### src/rtl/fft_agu.sv
// Address sequencer for an in-place radix-2 DIT FFT over ping-pong RAM banks.
// Optional macro FFT_AGU_STALL_EN adds a stall input that freezes the whole sequencer.
//
// state   | meaning
// S_IDLE  | waiting for start
// S_RUN   | one butterfly read per cycle, idx = butterfly index
// S_DRAIN | reads stopped, waiting BF_LAT cycles for the stage's writes to land
// S_FIN   | one-cycle done pulse
module fft_agu #(
    parameter int bit_width = 16,
    parameter int N         = 32,
    parameter int M         = 5,
    parameter int BF_LAT    = 3
) (
    input  logic         clk,
    input  logic         reset_n,
    input  logic         start,
`ifdef FFT_AGU_STALL_EN
    input  logic         stall,
`endif
    output logic         busy,
    output logic         done,
    output logic         bank_sel,
    output logic [M-1:0] stage,
    output logic         rd_valid,
    output logic [M-1:0] rd_adr_a,
    output logic [M-1:0] rd_adr_b,
    output logic [M-2:0] twiddle_adr,
    output logic         we,
    output logic [M-1:0] wr_adr_a,
    output logic [M-1:0] wr_adr_b
);

    localparam int DW = $clog2(BF_LAT + 1);
    localparam int PW = 2 * M + 1;
    localparam logic [M-2:0]  I_LAST = (M-1)'(N / 2 - 1);
    localparam logic [M-1:0]  S_LAST = M'(M - 1);
    localparam logic [DW-1:0] D_INIT = DW'(BF_LAT);

    // bit_width only travels with the memories; it is checked here so it is not dangling.
    if (N != (1 << M) || N < 4 || BF_LAT < 1 || bit_width < 1) begin : g_param_check
        $error("fft_agu: inconsistent parameters");
    end

    typedef enum logic [1:0] {S_IDLE, S_RUN, S_DRAIN, S_FIN} state_t;

    state_t          state, state_nxt;
    logic [M-2:0]    idx, idx_nxt;
    logic [M-1:0]    s, s_nxt;
    logic [DW-1:0]   dcnt, dcnt_nxt;
    logic            bank, bank_nxt;
    logic            frz;
    logic            run;
    logic [M-2:0]    mask, low, tw;
    logic [M-1:0]    adr_a, adr_b;
    logic [PW-1:0]   dline [BF_LAT];
    logic            we_raw;

`ifdef FFT_AGU_STALL_EN
    assign frz = stall;
`else
    assign frz = 1'b0;
`endif

    always_ff @(posedge clk or negedge reset_n) begin
        if (!reset_n) begin
            state <= S_IDLE;
            idx   <= '0;
            s     <= '0;
            dcnt  <= '0;
            bank  <= 1'b0;
            for (int k = 0; k < BF_LAT; k++) dline[k] <= '0;
        end else if (!frz) begin
            state    <= state_nxt;
            idx      <= idx_nxt;
            s        <= s_nxt;
            dcnt     <= dcnt_nxt;
            bank     <= bank_nxt;
            dline[0] <= {run, rd_adr_a, rd_adr_b};
            for (int k = 1; k < BF_LAT; k++) dline[k] <= dline[k-1];
        end
    end

    always_comb begin
        state_nxt = state;
        idx_nxt   = idx;
        s_nxt     = s;
        dcnt_nxt  = dcnt;
        bank_nxt  = bank;
        case (state)
            S_IDLE: begin
                if (start) begin
                    state_nxt = S_RUN;
                    idx_nxt   = '0;
                    s_nxt     = '0;
                    bank_nxt  = 1'b0;
                end
            end
            S_RUN: begin
                if (idx == I_LAST) begin
                    state_nxt = S_DRAIN;
                    dcnt_nxt  = D_INIT;
                end else begin
                    idx_nxt = idx + (M-1)'(1);
                end
            end
            S_DRAIN: begin
                if (dcnt == DW'(1)) begin
                    if (s < S_LAST) begin
                        state_nxt = S_RUN;
                        s_nxt     = s + M'(1);
                        idx_nxt   = '0;
                        bank_nxt  = ~bank;
                    end else begin
                        state_nxt = S_FIN;
                    end
                end else begin
                    dcnt_nxt = dcnt - DW'(1);
                end
            end
            S_FIN:   state_nxt = S_IDLE;
            default: state_nxt = S_IDLE;
        endcase
    end

    // The mask wraps to all-ones at s = M-1, which is exactly the full index width.
    assign mask  = ((M-1)'(1) << s) - (M-1)'(1);
    assign low   = idx & mask;
    assign tw    = low << (S_LAST - s);
    assign adr_a = (({1'b0, idx} >> s) << (s + M'(1))) | {1'b0, low};
    assign adr_b = adr_a | (M'(1) << s);

    // Addresses are held at zero outside RUN so reset and idle present all-zero outputs.
    assign run         = (state == S_RUN);
    assign rd_valid    = run & ~frz;
    assign rd_adr_a    = run ? adr_a : '0;
    assign rd_adr_b    = run ? adr_b : '0;
    assign twiddle_adr = run ? tw : '0;

    assign {we_raw, wr_adr_a, wr_adr_b} = dline[BF_LAT-1];
    assign we       = we_raw & ~frz;
    assign busy     = (state != S_IDLE);
    assign done     = (state == S_FIN);
    assign bank_sel = bank;
    assign stage    = s;

endmodule

### config.mk
export PLATFORM = sky130hd
export DESIGN_NAME = fft_agu
export DESIGN_NICKNAME = d
export VERILOG_FILES = /design/src/rtl/fft_agu.sv
export SDC_FILE = /design/constraint.sdc
export NUM_CORES = 1
export LEC_CHECK = 0
export ABC_AREA = 1
export CAP_MARGIN = 20
export CORE_ASPECT_RATIO = 1.25
export CORE_MARGIN = 3
export CORE_UTILIZATION = 52
export CTS_CLUSTER_DIAMETER = 60
export CTS_CLUSTER_SIZE = 10
export DETAILED_ROUTE_END_ITERATION = 12
export PLACE_DENSITY = 0.78
export SLEW_MARGIN = 20
export SYNTH_ARGS = -nofsm -noshare
export SYNTH_HDL_FRONTEND = slang
export SYNTH_SLANG_ARGS = --single-unit
### constraint.sdc
create_clock -name clk -period 2.4 [get_ports clk]
set_clock_uncertainty 0.15 [all_clocks]
set_input_delay 0.36 -clock clk [delete_from_list [all_inputs] [get_ports clk]]
set_output_delay 0.36 -clock clk [all_outputs]
set_load 0.05 [all_outputs]
==> metrics.txt, run 1 <==
status finished with violations; failing checks hold timing, setup timing; Unique masters post-synth 37; Multi-input gate area ~0.0011 mm2; ys async rst share 1.00; Clock Path Buffers 2; Worst Hold Margin -28.3 ps; synthesized flop and latch total 47; H-tree levels 2; Synth top cells by count nand2_1, dfrtp_1, nand3_1; clk root buf clkbuf_8; grt ovf 0; Final nets about 330; clock slew at reported path FFs about 100 ps; vias after detailed routing 2,164; first-pass GRT wire length 9.98 mm; dominant cell type by area after synthesis dfrtp_1; Fmax 353 MHz; synth warn 0; Post-Synth XOR/XNOR Area 0.0198; mux cell area share after synthesis 0.00453; Antenna Cells 0; Rel. slew slack 0.624; post-synth net total 249; Final Hold Fails 47; Adder-Cell Fraction of Synth Area 0.0283; initial antenna violation count 0; clock sink count between 40 and 50; antenna viol nets, final 0; Synth Area per Inst approximately 9.2 um2; GPL Wtd Cong 0.858; Port Buf Inserts 36; pins over their slew limit 0; drt initial violations 164; CP max FO 4; part of the cycle the worst path needs 1.18; worst slew pin tran ~560 ps; final core utilization 0.887; maximum capacitance violations 0; sequential area share after synthesis 0.532; Die ar. between 0.005 and 0.006 mm2; crit path launch type flip-flop; vias in the first global route ~2,100; Mapped Cells 241; layout cells sized above 1 0.503; Reg area 0.00118 mm2; Placed Cells approximately 330; fin crit period ~2800 ps; DR WL/cell between 15 and 20 um; row count 25; Post-Syn Area 0.00221 mm2; HP Class in -> async; post-synthesis simple-gate area fraction 0.243; Main synth FF type dfrtp_1; Synth top area share 0.532; dpl ws -42.8 ps; Starting Density 0.561; worst setup path class reg -> out; Compound-Gate Fraction of Synth Area 0.0668; Total Routing Usage GR 0.255; number of CTS-inserted buffers 5; crit end category output pin; RSZ-0062 raised after global routing yes; top-count cell post-synth nand2_1; Synth area leaders dfrtp_1, nand2_1, nand3_1; TritonCTS clock tree built; core area ~0.0039 mm2; DRC Markers 0; arrival time of the worst setup path 2320 ps; area added between synthesis and finish 58.3%; TritonRoute pass-1 iters 4; largest net degree at the start of global routing 48; clk_lat worst skew about 330 ps; Fill cells around 170; DP HPWL about 3.6 mm; Post-Layout Cell Count approximately 380; I/O pin total 37; Worst Slack Setup Final -433 ps; CP required 1890 ps; via density per instance approximately 5.7; largest family of logic cells by synthesized area simple AND/OR/NAND/NOR gates; Die Wd approximately 64 um; Post-synth EDFFs 0; setup violators final 15; Die Y 78.9 um; wirelength, routed 7.45 mm
==> sequential cells by signal, indices dropped and copies added (netlist names) <==
signal,count
dline,22
stage,5
wr_adr_a,5
wr_adr_b,5
idx,4
dcnt,2
state,2
bank_sel,1
we,1
==> critical path: stages (launching register included) <==
cell and delay, ps:
dfrtp_2 450, inv_4 100, ha_4 160, inv_4 40
nand2_2 50, nand2_2 60, xnor2_2 200, nand2_2 150
nor2_4 150, nand2_2 80, buf_6 120, nor3_4 260
buf_12 180
==> final cells by class <==
| cell class | instances | area share |
|---|---|---|
| flip-flops and latches | 47 | 0.338 |
| multi-input cells | 147 | 0.305 |
| repair buffers | 92 | 0.268 |
| inverters | 30 | 0.0372 |
| clock buffers | 5 | 0.0197 |
| well taps | 54 | 0.0193 |
| clock inverters | 3 | 0.0132 |
==> kinds of logic (layout without fill, tap and decap cells) <==
group / Yosys count / count (layout)
compound gates: 24 / 24
xor+xnor: 5 / 5
fa+ha+maj: 5 / 5
buf+inv: 47 / 130
flops: 47 / 47
mux: 1 / 1
simple gates: 112 / 112
==> per-layer routing <==
layer / track usage / wire, um
met5: 0 / 0
met4: 0.144 / 484
met3: 0.0594 / 598
met2: 0.460 / 3730
met1: 0.269 / 2640
==> repair_timing <==
item                                    in CTS  in global routing
pin swaps                                   16                 28
resized for setup                           37                 35
endpoints found under the setup margin      14                 16
hold buffers                                 0                  0
buffers inserted                            25                 19
hold endpoints to repair                     0                  0
==> metrics by stage <==
| step | area [um2] | setup TNS [ps] |
|---|---|---|
| after global placement | 2820 | -27.4 |
| final | 3500 | -3610 |
| after CTS | 3230 | -1240 |
| after floorplan | 2280 | -415 |
| after detailed placement | 2820 | -72.7 |
| after global routing | 3500 | -4950 |
==> path summary, 6_finish.rpt <==
check                      startpoint             end  slack, ps  cells past startpoint
min                           reset_n       dline[32]        -30                      2
min in group clk            dline[29]       dline[18]        200                      0
max in group asynchronous     reset_n        stage[0]       1710                      2
max reg2reg                  stage[4]        stage[0]        -20                     15
min reg2reg                 dline[29]       dline[18]        200                      0
max                          stage[1]  twiddle_adr[0]       -430                     12
==> placed cells by master, fill, tap and decap left out, types with 4 or more instances in the layout <==
cell and instances:
buf_4 51, dfrtp_1 42, nand2_1 35, clkdlybuf4s50_1 20, nand2_2 16, buf_12 14
inv_1 13, nand3_1 13, inv_2 11, nand3_2 10, nor2_1 8, a21oi_1 8
nor2_4 6, buf_6 6, nand4_1 5, clkbuf_8 5, dfrtp_2 5, o21ai_2 4
nand2_4 4
Power of run 1 is left out: the tool's default activity adds up to more than one toggle a clock period on the data nets, which glitch-free logic cannot reach.
==> inputs of run 2 (changes only) <==
SLEW_MARGIN = unset   (was 20)
==> results of run 2 <==
No change in the layout: final DEF, timing and power equal those of run 1.
Power of run 2 is left out for the same reason.
==> inputs of run 3 (changes only) <==
GPL_ROUTABILITY_DRIVEN = 0   (was unset)
SKIP_CTS_REPAIR_TIMING = 1   (was unset)
==> run 3 against run 2 <==
Against the previous run:
- die area is the same
- highest routed layer unchanged
- wire length shrank 28%
- setup slack improved by 140 ps
- sequential share of layout area up 3.8 points
- count of clock-buffer cells in the layout did not move
- cell count shrank 9.8%
- the flow still finishes with violations (hold timing, setup timing)
- maximum frequency grew 5.3%
- via count shrank 13%
- register-to-register slack improved by 450 ps
- critical endpoint is now twiddle_adr[3]
==> metrics.txt, run 3 (same netlist as run 1, synthesis figures left out) <==
largest net degree at the start of global routing 48; Die Y approximately 80 um; clk_lat worst skew about 300 ps; Largest Register dline; TritonCTS clock tree built; CP max FO 6; clock slew at reported path FFs approximately 90 ps; max FFs per register 22; part of the cycle the worst path needs 1.12; core area slightly below 0.004 mm2; vias after detailed routing roughly 1,900; row count 25; Cell Chain, Critical Path clkinv_4 -> nor3_4 -> nand3_2 -> ha_4 -> nand2_1 -> nand3_2 -> a21oi_1 -> nand3_1 -> nand2_4 -> buf_12; crit-path most repeated cell nand3_2; Crit path max-delay family simple AND/OR/NAND/NOR gates; Die Wd roughly 64 um; Worst Hold Margin -19.5 ps; Fmax between 300 and 400 MHz; Fin Setup TNS -2800 ps; grt ovf 0; status finished with violations; HP Class in -> async; CP max stage cell dfrtp_2; crit end category output pin; initial antenna violation count 0; Total Routing Usage GR 0.203; TritonRoute pass-1 iters 6; Die ar. ~0.0051 mm2; number of CTS-inserted buffers 5; R2R cell count 8; worst slew pin tran 559 ps; maximum capacitance violations 0; Reg2Reg Launch Point stage[0]; arrival time of the worst setup path 2180 ps; fin crit period between 2000 and 3000 ps; via density per instance 5.49; Clock Path Buffers 2; H-tree levels 2; setup violators final 14; CP bufs+invs 2; RSZ-0062 raised after global routing yes; Fill cells 252; Port Buf Inserts 36; DR WL/cell between 15 and 20 um; wirelength, routed ~5.4 mm; most common cell after layout, fill and taps aside dfrtp_1; pins over their slew limit 0; clk root buf clkbuf_8; Rel. slew slack 0.627; slowest cell delay on critical path roughly 400 ps; Starting Density 0.561; Final nets 294; clock sink count between 40 and 50; antenna viol nets, final 0; DRC Markers 0; I/O pin total 37; Final Hold Fails 47; drt initial violations 174; worst setup path class reg -> out; DP HPWL ~3.4 mm; first-pass GRT wire length 8.07 mm; Antenna Cells 0; vias in the first global route 1,804; most frequent cells in the layout dfrtp_1, nand2_1, clkdlybuf4s50_1, nand3_1, buf_4; crit path launch stage[0]; CP required 1890 ps; layout cells sized above 1 0.383; critical path depth 10; area added between synthesis and finish 42.1%; failing checks hold timing, setup timing; Worst Slack Setup Final -290 ps; crit path launch type flip-flop
run 3: changes by cell type in the layout (fill, tap and decap cells not counted), sizes merged:
cell / before / now
dlymetal6s2s: 0 / 1
clkinv: 3 / 4
buf: 72 / 35
clkdlybuf4s50: 20 / 19
inv: 28 / 27
run 3: worst register-to-register path, stage by stage, from the launching register on:
cell and delay (ps):
dfrtp_2 400, clkinv_4 110, nor3_4 270, nand3_2 170, ha_4 310, nor2_4 30, inv_1 130, nand3_1 90
and2_2 200
run 3: metrics by stage:
stage	hold WS [ps]	setup slack, ps	cell area (um2)	instances	util
4_1_cts	0.437	-312	2930	334	0.743
6_report	-19.5	-290	3140	341	0.797
3_5_place_dp	186	24.7	2810	326	0.713
5_1_grt	21.4	-371	3140	341	0.797
3_3_place_gp	181	57.3	2810	326	0.713
2_1_floorplan	-85.6	-131	2280	241	-
run 3: final timing paths:
check                      slack [ps]             end
hold reg to reg                   200     wr_adr_b[1]
max in group asynchronous        1720        stage[0]
setup reg to reg                  430       dline[23]
min in group clk                  200     wr_adr_b[1]
setup / recovery                 -290  twiddle_adr[3]
hold / removal                    -20       dline[23]
run 3: layer usage:
layer | vias up | track usage | share of wire
met3 | 31 | 0.0438 | 0.067
met2 | 102 | 0.369 | 0.52
met1 | 888 | 0.232 | 0.37
li1 | 851 | - | -
met4 | 0 | 0.0740 | 0.042
met5 | - | 0 | 0
run 3: layout make-up:
cell class	count	area, um2	share of cell area
Sequential cell	47	1180	0.376
Multi-Input combinational cell	147	998	0.318
Timing Repair Buffer	55	646	0.206
Inverter	30	133	0.0422
Clock buffer	5	68.8	0.0219
Tap cell	54	67.6	0.0215
Clock inverter	3	46.3	0.0147
Power of run 3 is left out for the same reason.
